## config.mk

```make
export PLATFORM = sky130hd
export DESIGN_NAME = truth_table_scanner
export DESIGN_NICKNAME = d
export VERILOG_FILES = /design/src/rtl/truth_table_scanner.sv
export SDC_FILE = /design/constraint.sdc
export NUM_CORES = 1
export LEC_CHECK = 0
export ABC_AREA = 1
export BUFFER_PORTS_ARGS = -buffer_cell sky130_fd_sc_hd__buf_2
export CAP_MARGIN = 20
export CORE_MARGIN = 3
export CORE_UTILIZATION = 30
export DETAILED_ROUTE_END_ITERATION = 6
export HOLD_SLACK_MARGIN = 0.1
export PLACE_DENSITY_LB_ADDON = 0.15
export SYNTH_ARGS = -nofsm -noshare
export SYNTH_HDL_FRONTEND = slang
export SYNTH_SLANG_ARGS = --single-unit
```

## constraint.sdc

```tcl
create_clock -name clk -period 4.21 [get_ports clk]
set_input_delay 0.421 -clock clk [delete_from_list [all_inputs] [get_ports clk]]
set_output_delay 0.421 -clock clk [all_outputs]
set_load 0.01 [all_outputs]
```

## src/rtl/truth_table_scanner.sv

```systemverilog
//------------------------------------------------------------------------------
// Module      : truth_table_scanner
// Description : Sweeps every input vector through a same-clock combinational
//               block, samples its output after a settle time, and compares
//               the measured truth table against an expected code.
// Revision    : 1.0 - initial release
//------------------------------------------------------------------------------
`default_nettype none

module truth_table_scanner #(
    parameter int                        N_INPUTS      = 3,
    parameter int                        SETTLE_CYCLES = 4,
    parameter logic [(1<<N_INPUTS)-1:0]  EXPECTED      = 8'hE8
) (
    input  logic                         clk,
    input  logic                         rst,
    input  logic                         start,
    output logic [N_INPUTS-1:0]          dut_in,
    input  logic                         dut_out,
    output logic                         busy,
    output logic                         done,
    output logic [(1<<N_INPUTS)-1:0]     truth_table,
    output logic                         match,
    output logic [(1<<N_INPUTS)-1:0]     mismatch_mask,
    output logic [7:0]                   pass_count,
    output logic [7:0]                   fail_count
);

    localparam int                   c_NVEC     = 1 << N_INPUTS;
    localparam logic [7:0]           c_LAST_CNT = 8'(SETTLE_CYCLES - 1);
    localparam logic [N_INPUTS-1:0]  c_LAST_IDX = '1;
    localparam logic [N_INPUTS-1:0]  c_IDX_ONE  = N_INPUTS'(1);

    localparam logic [1:0] c_IDLE = 2'd0;
    localparam logic [1:0] c_HOLD = 2'd1;
    localparam logic [1:0] c_DONE = 2'd2;

    logic [1:0]              r_state;
    logic [1:0]              w_state_next;
    logic [N_INPUTS-1:0]     r_idx;
    logic [7:0]              r_cnt;
    logic [c_NVEC-1:0]       r_table;
    logic [c_NVEC-1:0]       w_table_next;
    logic                    r_match;
    logic [c_NVEC-1:0]       r_mask;
    logic [7:0]              r_pass;
    logic [7:0]              r_fail;
    logic                    w_sample;
    logic                    w_last;
    logic                    w_new_match;

    assign w_sample    = (r_state == c_HOLD) && (r_cnt == c_LAST_CNT);
    assign w_last      = w_sample && (r_idx == c_LAST_IDX);
    assign w_new_match = (w_table_next == EXPECTED);

    // Table as it will be after this edge's sample, so the compare in the
    // edge entering DONE already sees the final bit.
    always_comb begin
        w_table_next = r_table;
        if (w_sample) begin
            w_table_next[r_idx] = dut_out;
        end
    end

    always_ff @(posedge clk or posedge rst) begin
        if (rst) begin
            r_state <= c_IDLE;
        end else begin
            r_state <= w_state_next;
        end
    end

    always_comb begin
        w_state_next = r_state;
        case (r_state)
            c_IDLE:  if (start)  w_state_next = c_HOLD;
            c_HOLD:  if (w_last) w_state_next = c_DONE;
            c_DONE:  w_state_next = c_IDLE;
            default: w_state_next = c_IDLE;
        endcase
    end

    always_comb begin
        busy   = (r_state != c_IDLE);
        done   = (r_state == c_DONE);
        dut_in = (r_state == c_HOLD) ? r_idx : '0;
    end

    always_ff @(posedge clk or posedge rst) begin
        if (rst) begin
            r_idx   <= '0;
            r_cnt   <= '0;
            r_table <= '0;
            r_match <= 1'b0;
            r_mask  <= '0;
            r_pass  <= '0;
            r_fail  <= '0;
        end else begin
            case (r_state)
                c_IDLE: begin
                    if (start) begin
                        r_idx   <= '0;
                        r_cnt   <= '0;
                        r_table <= '0;
                        r_match <= 1'b0;
                        r_mask  <= '0;
                    end
                end
                c_HOLD: begin
                    if (w_sample) begin
                        r_table <= w_table_next;
                        r_cnt   <= '0;
                        if (w_last) begin
                            r_match <= w_new_match;
                            r_mask  <= w_table_next ^ EXPECTED;
                            if (w_new_match) begin
                                if (r_pass != 8'hFF) r_pass <= r_pass + 8'd1;
                            end else begin
                                if (r_fail != 8'hFF) r_fail <= r_fail + 8'd1;
                            end
                        end else begin
                            r_idx <= r_idx + c_IDX_ONE;
                        end
                    end else begin
                        r_cnt <= r_cnt + 8'd1;
                    end
                end
                c_DONE: begin
                    r_idx <= '0;
                    r_cnt <= '0;
                end
                default: begin
                    r_idx <= '0;
                    r_cnt <= '0;
                end
            endcase
        end
    end

    assign truth_table   = r_table;
    assign match         = r_match;
    assign mismatch_mask = r_mask;
    assign pass_count    = r_pass;
    assign fail_count    = r_fail;

endmodule

`default_nettype wire

```

==> results_dict.tcl, run 1 <==
set metrics [dict create \
    drc 0 \
    dieArea_mm2 0.0106 \
    p_per_area_mw_per_mm2 254 \
    criticalPathCategory "reg -> reg" \
    root_buffer "clkbuf_8" \
    hold_path_class "in -> reg" \
    clock_skew_ns 0.00740 \
    hold_violations 0 \
    gp_congestion 0.805 \
    syn_nets 387 \
    syn_avg_cell_area_um2 7.43 \
    grt_use_met3_pct 2.64 \
    mostFrequentLayoutCells "114 x nand2_1, 48 x inv_1, 46 x dfrtp_1" \
    drt_iter0_drc 118 \
    layout_commonest_cell "nand2_1" \
    cts-htree-levels 2 \
    wl_per_cell_um 12.6 \
    busiest_layer "met2" \
    chipWidth_um 103 \
    grt.met2_usage_pct 20.6 \
    r2r_start "r_state[1]" \
    dp_hpwl_um 5010 \
    grt_max_degree 47 \
    track_usage_pct 13.4 \
    std_cell_rows 34 \
    ys_types 31 \
    finalPower_w 0.000825 \
    worstSkewPairLatency_ns 0.30 \
    seq_area_frac_synth_pct 41.0 \
    final-max-slew-violation-count 0 \
    cp-startpoint "r_state[1]" \
    use_met1_pct 18.9 \
    worstPathRequired_ns 4.42 \
    critPathMaxFanout 19 \
    hold_start "start" \
    synth_warnings 0 \
    r2r_slack_ns 1.99 \
    placeableCoreArea_mm2 0.00889 \
    leakage_nw 1.71 \
    synthCells 378 \
    synth_top_area_share_pct 41.0 \
    worst_slew_pin_slew_ns 0.554 \
    io-pin-count 42 \
    portBuffers 41 \
    setup_viol 0 \
    cts.sinks 46 \
    rsz0062_at_grt "false" \
    initial_core_util_pct 31.6 \
    antenna_found_initial 0 \
    status "finished clean" \
    nets 430 \
    cts_buffers 5 \
    synth-seq-cells 46 \
    slew_headroom_pct 62.8 \
    worst_setup_path_end_kind "flip-flop" \
    first_global_vias 2392 \
    cp-start-kind "flip-flop" \
    period_minus_slack_ns 2.22 \
    grt_pass1_wl_um 11200 \
    num_vias 2460 \
    ant_nets 0 \
    drt_wl_total_um 6670 \
    clk_pin_slew_ns 0.09 \
    final.setup.tns_ns 0 \
    area_growth_pct 15.6 \
    netlist_area_mm2 0.00281 \
    antenna_cells 0 \
    cts_tree "built" \
    final_layout_size_suffix_gt1_share_pct 20.7 \
    finalCritPeriodShare_pct 52.8 \
    ir_drop_v 0.000124 \
    critPathArrivalTime_ns 2.43 \
    overflow 0 \
    synth_area_leaders "dfrtp_1 41%, nand2_1 15%, inv_1 6.6%" \
    fmax_mhz 450 \
    via_per_inst 4.65 \
    drv_cap 0 \
    first_pass_iters 4 \
    die_h_um 103 \
    clk_path_buf_depth 2 \
    yosysTopAreaCell "dfrtp_1" \
]
-- cell type report --
| type | count | area [um2] |
|---|---|---|
| fillers | 953 | 5650 |
| multi-input cells | 266 | 1390 |
| flip-flops and latches | 46 | 1150 |
| repair buffers | 43 | 235 |
| inverters | 59 | 221 |
| well taps | 108 | 135 |
| clock buffers | 6 | 82.6 |
| clock inverters | 1 | 30.0 |
-- critical path, stage by stage (launching register included) --
cell	delay, ns
dfrtp_1	0.38
inv_1	0.08
nand2_2	0.24
inv_2	0.30
nand2_4	0.13
nor2_4	0.29
nor2_1	0.15
nor2_1	0.17
inv_2	0.15
o31ai_1	0.22
-- logic make-up after synthesis --
logic type                 Yosys count  share of synthesized area, %
xor gates and xnor gates             3                         0.936
DFF                                 46                          41.0
and+or+nand+nor                    226                          39.3
adders and majority gates            5                          2.23
AOI/OAI and AO/OA                   32                          6.95
buffers and inverters               66                          9.54
-- final timing paths --
kind / end / cells after the start
setup / recovery: mismatch_mask[4] / 9
min in group asynchronous: r_cnt[6] / 3
setup reg to reg: mismatch_mask[4] / 9
max in group asynchronous: mismatch_mask[4] / 4
hold reg to reg: mismatch_mask[0] / 2
hold / removal: r_state[0] / 3
-- registers in the layout, indices dropped and copies added, names as in the netlist --
| register | cells |
|---|---|
| fail_count | 8 |
| truth_table | 8 |
| mismatch_mask | 8 |
| r_state | 2 |
| pass_count | 8 |
| r_idx | 3 |
| r_cnt | 8 |
| match | 1 |
-- where the power goes --
part	leakage (nW)	switching [W]	internal [W]	total, W
Sequential	0.579	0.00000437	0.000443	0.000447
Combinational	1.07	0.0000213	0.00000939	0.0000307
Clock	0.0573	0.000157	0.000190	0.000347
-- metrics by stage --
step                      utilization [%]  cells  instance area (um2)  worst slack, ns  hold WS [ns]
after floorplan                         -    378                 2810             2.45         0.517
after global placement               34.9    520                 3100             2.01         0.465
after detailed placement             34.9    520                 3100             1.98         0.468
after CTS                            36.2    527                 3210             1.95         0.395
after global routing                 36.5    529                 3240             1.66         0.497
final                                36.5    529                 3240             1.99         0.453
-- synthesized netlist by cell type --
| cell | number |
|---|---|
| clkinv_1 | 1 |
| nand3b_1 | 2 |
| o31ai_2 | 1 |
| nor2_8 | 3 |
| xnor2_1 | 1 |
| buf_2 | 4 |
| nor2_1 | 31 |
| dfrtp_1 | 46 |
| o22ai_1 | 3 |
| o21ai_2 | 1 |
| inv_2 | 9 |
| o31ai_1 | 7 |
| buf_6 | 2 |
| o21ai_0 | 14 |
| nor3b_1 | 1 |
| nand2_1 | 114 |
| nand2_4 | 2 |
| nand4_1 | 15 |
| nand2_2 | 8 |
| xor2_1 | 2 |
| nor3_1 | 11 |
| inv_1 | 49 |
| nand3_4 | 1 |
| nor2_4 | 6 |
| ha_1 | 5 |
| nor2_2 | 5 |
| clkbuf_1 | 1 |
| nand3_1 | 26 |
| a21oi_1 | 5 |
| a211oi_1 | 1 |
| nand3_2 | 1 |
-- routing by layer --
metal / wire length (um) / up-vias
met1: 3390 / 1123
li1: - / 1281
met3: 294 / 10
met4: 97 / 0
met2: 2890 / 46
met5: 0 / -
-- timing repair --
action,4_1_cts,5_1_grt
setup buffers,0,0
resized for setup,0,0
endpoints found under the hold margin,0,6
hold buffers,0,1
Note: power is estimated with default switching activity, not from simulation.
==> run 2, diff against run 1 <==
clock period = 2.3 ns   (was 4.21 ns; I/O delays follow)
==> run 2 against run 1 <==
Sequential power is 83% higher. Maximum frequency grew 7.3%. Power increased by 70%. Worst setup slack got worse by 1.8 ns. Final area is the same. First-iteration DRC count fell by 9.3%. Clock skew barely moved. Register-to-register slack got worse by 1.8 ns. Final cell count rose by 0.95%. Via count up 1.8%. Combinational power is 79% higher. Flip-flop and latch count did not move. Critical path type unchanged. Largest cell class unchanged.
==> results_dict.tcl, run 2 (synthesis gave the netlist of run 1 again) <==
set metrics [dict create \
    num_vias 2504 \
    drc 0 \
    finalPower_w 0.00140 \
    critPathArrivalTime_ns 2.27 \
    fmax_mhz 483 \
    first_global_vias 2431 \
    antenna_cells 0 \
    drv_cap 0 \
    finalCritPeriodShare_pct 90.0 \
    leakage_nw 1.72 \
    cts_tree "built" \
    drt_wl_total_um 6920 \
    final-max-slew-violation-count 0 \
    mostFrequentLayoutCells "114 x nand2_1, 48 x inv_1, 46 x dfrtp_1" \
    dp.cells 525 \
    clk_pin_slew_ns 0.09 \
    initial_core_util_pct 31.6 \
    via_per_inst 4.69 \
    ir_drop_v 0.000252 \
    p_per_area_mw_per_mm2 432 \
    hold_violations 0 \
    critPathMaxFanout 9 \
    worst_setup_path_end_kind "flip-flop" \
    root_buffer "clkbuf_8" \
    clock_skew_ns 0.00728 \
    fin_cells 534 \
    slew_headroom_pct 63.0 \
    antenna_found_initial 0 \
    wl_per_cell_um 13.0 \
    first_pass_iters 4 \
    ant_nets 0 \
    cts_buffers 5 \
    cts.sinks 46 \
    cts-htree-levels 2 \
    rsz0062_at_grt "false" \
    worst_slew_pin_slew_ns 0.552 \
    hold_path_class "in -> reg" \
    final.setup.tns_ns 0 \
    period_minus_slack_ns 2.07 \
    portBuffers 41 \
    grt_max_degree 22 \
    area_growth_pct 15.6 \
    die_h_um 103 \
    io-pin-count 42 \
    layout_commonest_cell "nand2_1" \
    grt_pass1_wl_um 11800 \
    worstSkewPairLatency_ns 0.30 \
    status "finished clean" \
    track_usage_pct 13.9 \
    drt_iter0_drc 107 \
    criticalPathCategory "reg -> reg" \
    nets 434 \
    overflow 0 \
    post-cts-setup-buffers 0 \
    std_cell_rows 34 \
    dp_hpwl_um 5410 \
    gp_congestion 0.811 \
    final_layout_size_suffix_gt1_share_pct 21.6 \
    hold_slack_ns 0.245 \
    clk_path_buf_depth 2 \
    cp-start-kind "flip-flop" \
    setup_viol 0 \
    chipWidth_um 103 \
    placeableCoreArea_mm2 0.00889 \
    worstPathRequired_ns 2.50 \
    dieArea_mm2 0.0106 \
]
==> run 2: area by class of cell <==
class / count / area [um2]
Clock buffer: 6 / 82.6
Clock inverter: 2 / 12.5
Fill cell: 954 / 5650
Inverter: 59 / 221
Multi-Input combinational cell: 266 / 1390
Sequential cell: 46 / 1150
Tap cell: 108 / 135
Timing Repair Buffer: 47 / 253
==> run 2: path summary, 6_finish.rpt <==
kind / cells after the start / to / startpoint / slack [ns]
worst min-delay path: 3 / r_state[0] / start / 0.25
worst max register to register: 14 / pass_count[0] / r_cnt[0] / 0.23
max in group asynchronous: 4 / mismatch_mask[7] / rst / 1.36
worst min register to register: 2 / match / match / 0.48
min in group asynchronous: 3 / fail_count[7] / rst / 0.37
worst max-delay path: 14 / pass_count[0] / r_cnt[0] / 0.23
==> run 2: critical path, cell delays in order, from the launching register on <==
cell,delay [ns]
dfrtp_1,0.36
ha_1,0.26
nand2_2,0.12
nor2_8,0.21
nand2_4,0.13
nand2_1,0.09
nand2_1,0.08
inv_2,0.08
nand2_1,0.08
nor2_4,0.14
nand3_4,0.14
nor2_4,0.15
inv_2,0.05
nand2_1,0.05
nand2_1,0.04
==> run 2: power by group <==
group / switching [W] / internal [W]
sequential: 0.00000791 / 0.000811
combinational: 0.0000392 / 0.0000159
clock: 0.000285 / 0.000242
==> run 2: layer usage <==
metal  part of all wire (%)  track usage (%)
met1                     51             20.0
met2                     44             21.1
met3                    4.4             2.64
met4                    1.0             4.08
met5                      0                0
==> run 2: metrics by stage <==
step	setup slack [ns]	util, %	instance area [um2]
2_1_floorplan	0.540	-	2810
3_3_place_gp	0.218	35.3	3140
3_5_place_dp	0.226	35.3	3140
4_1_cts	0.220	36.5	3240
5_1_grt	0.0302	36.5	3240
6_report	0.230	36.5	3240
==> run 2: timing repair <==
action	in CTS	in global routing
resized for setup	0	0
hold endpoints to repair	9	0
hold buffers	1	0
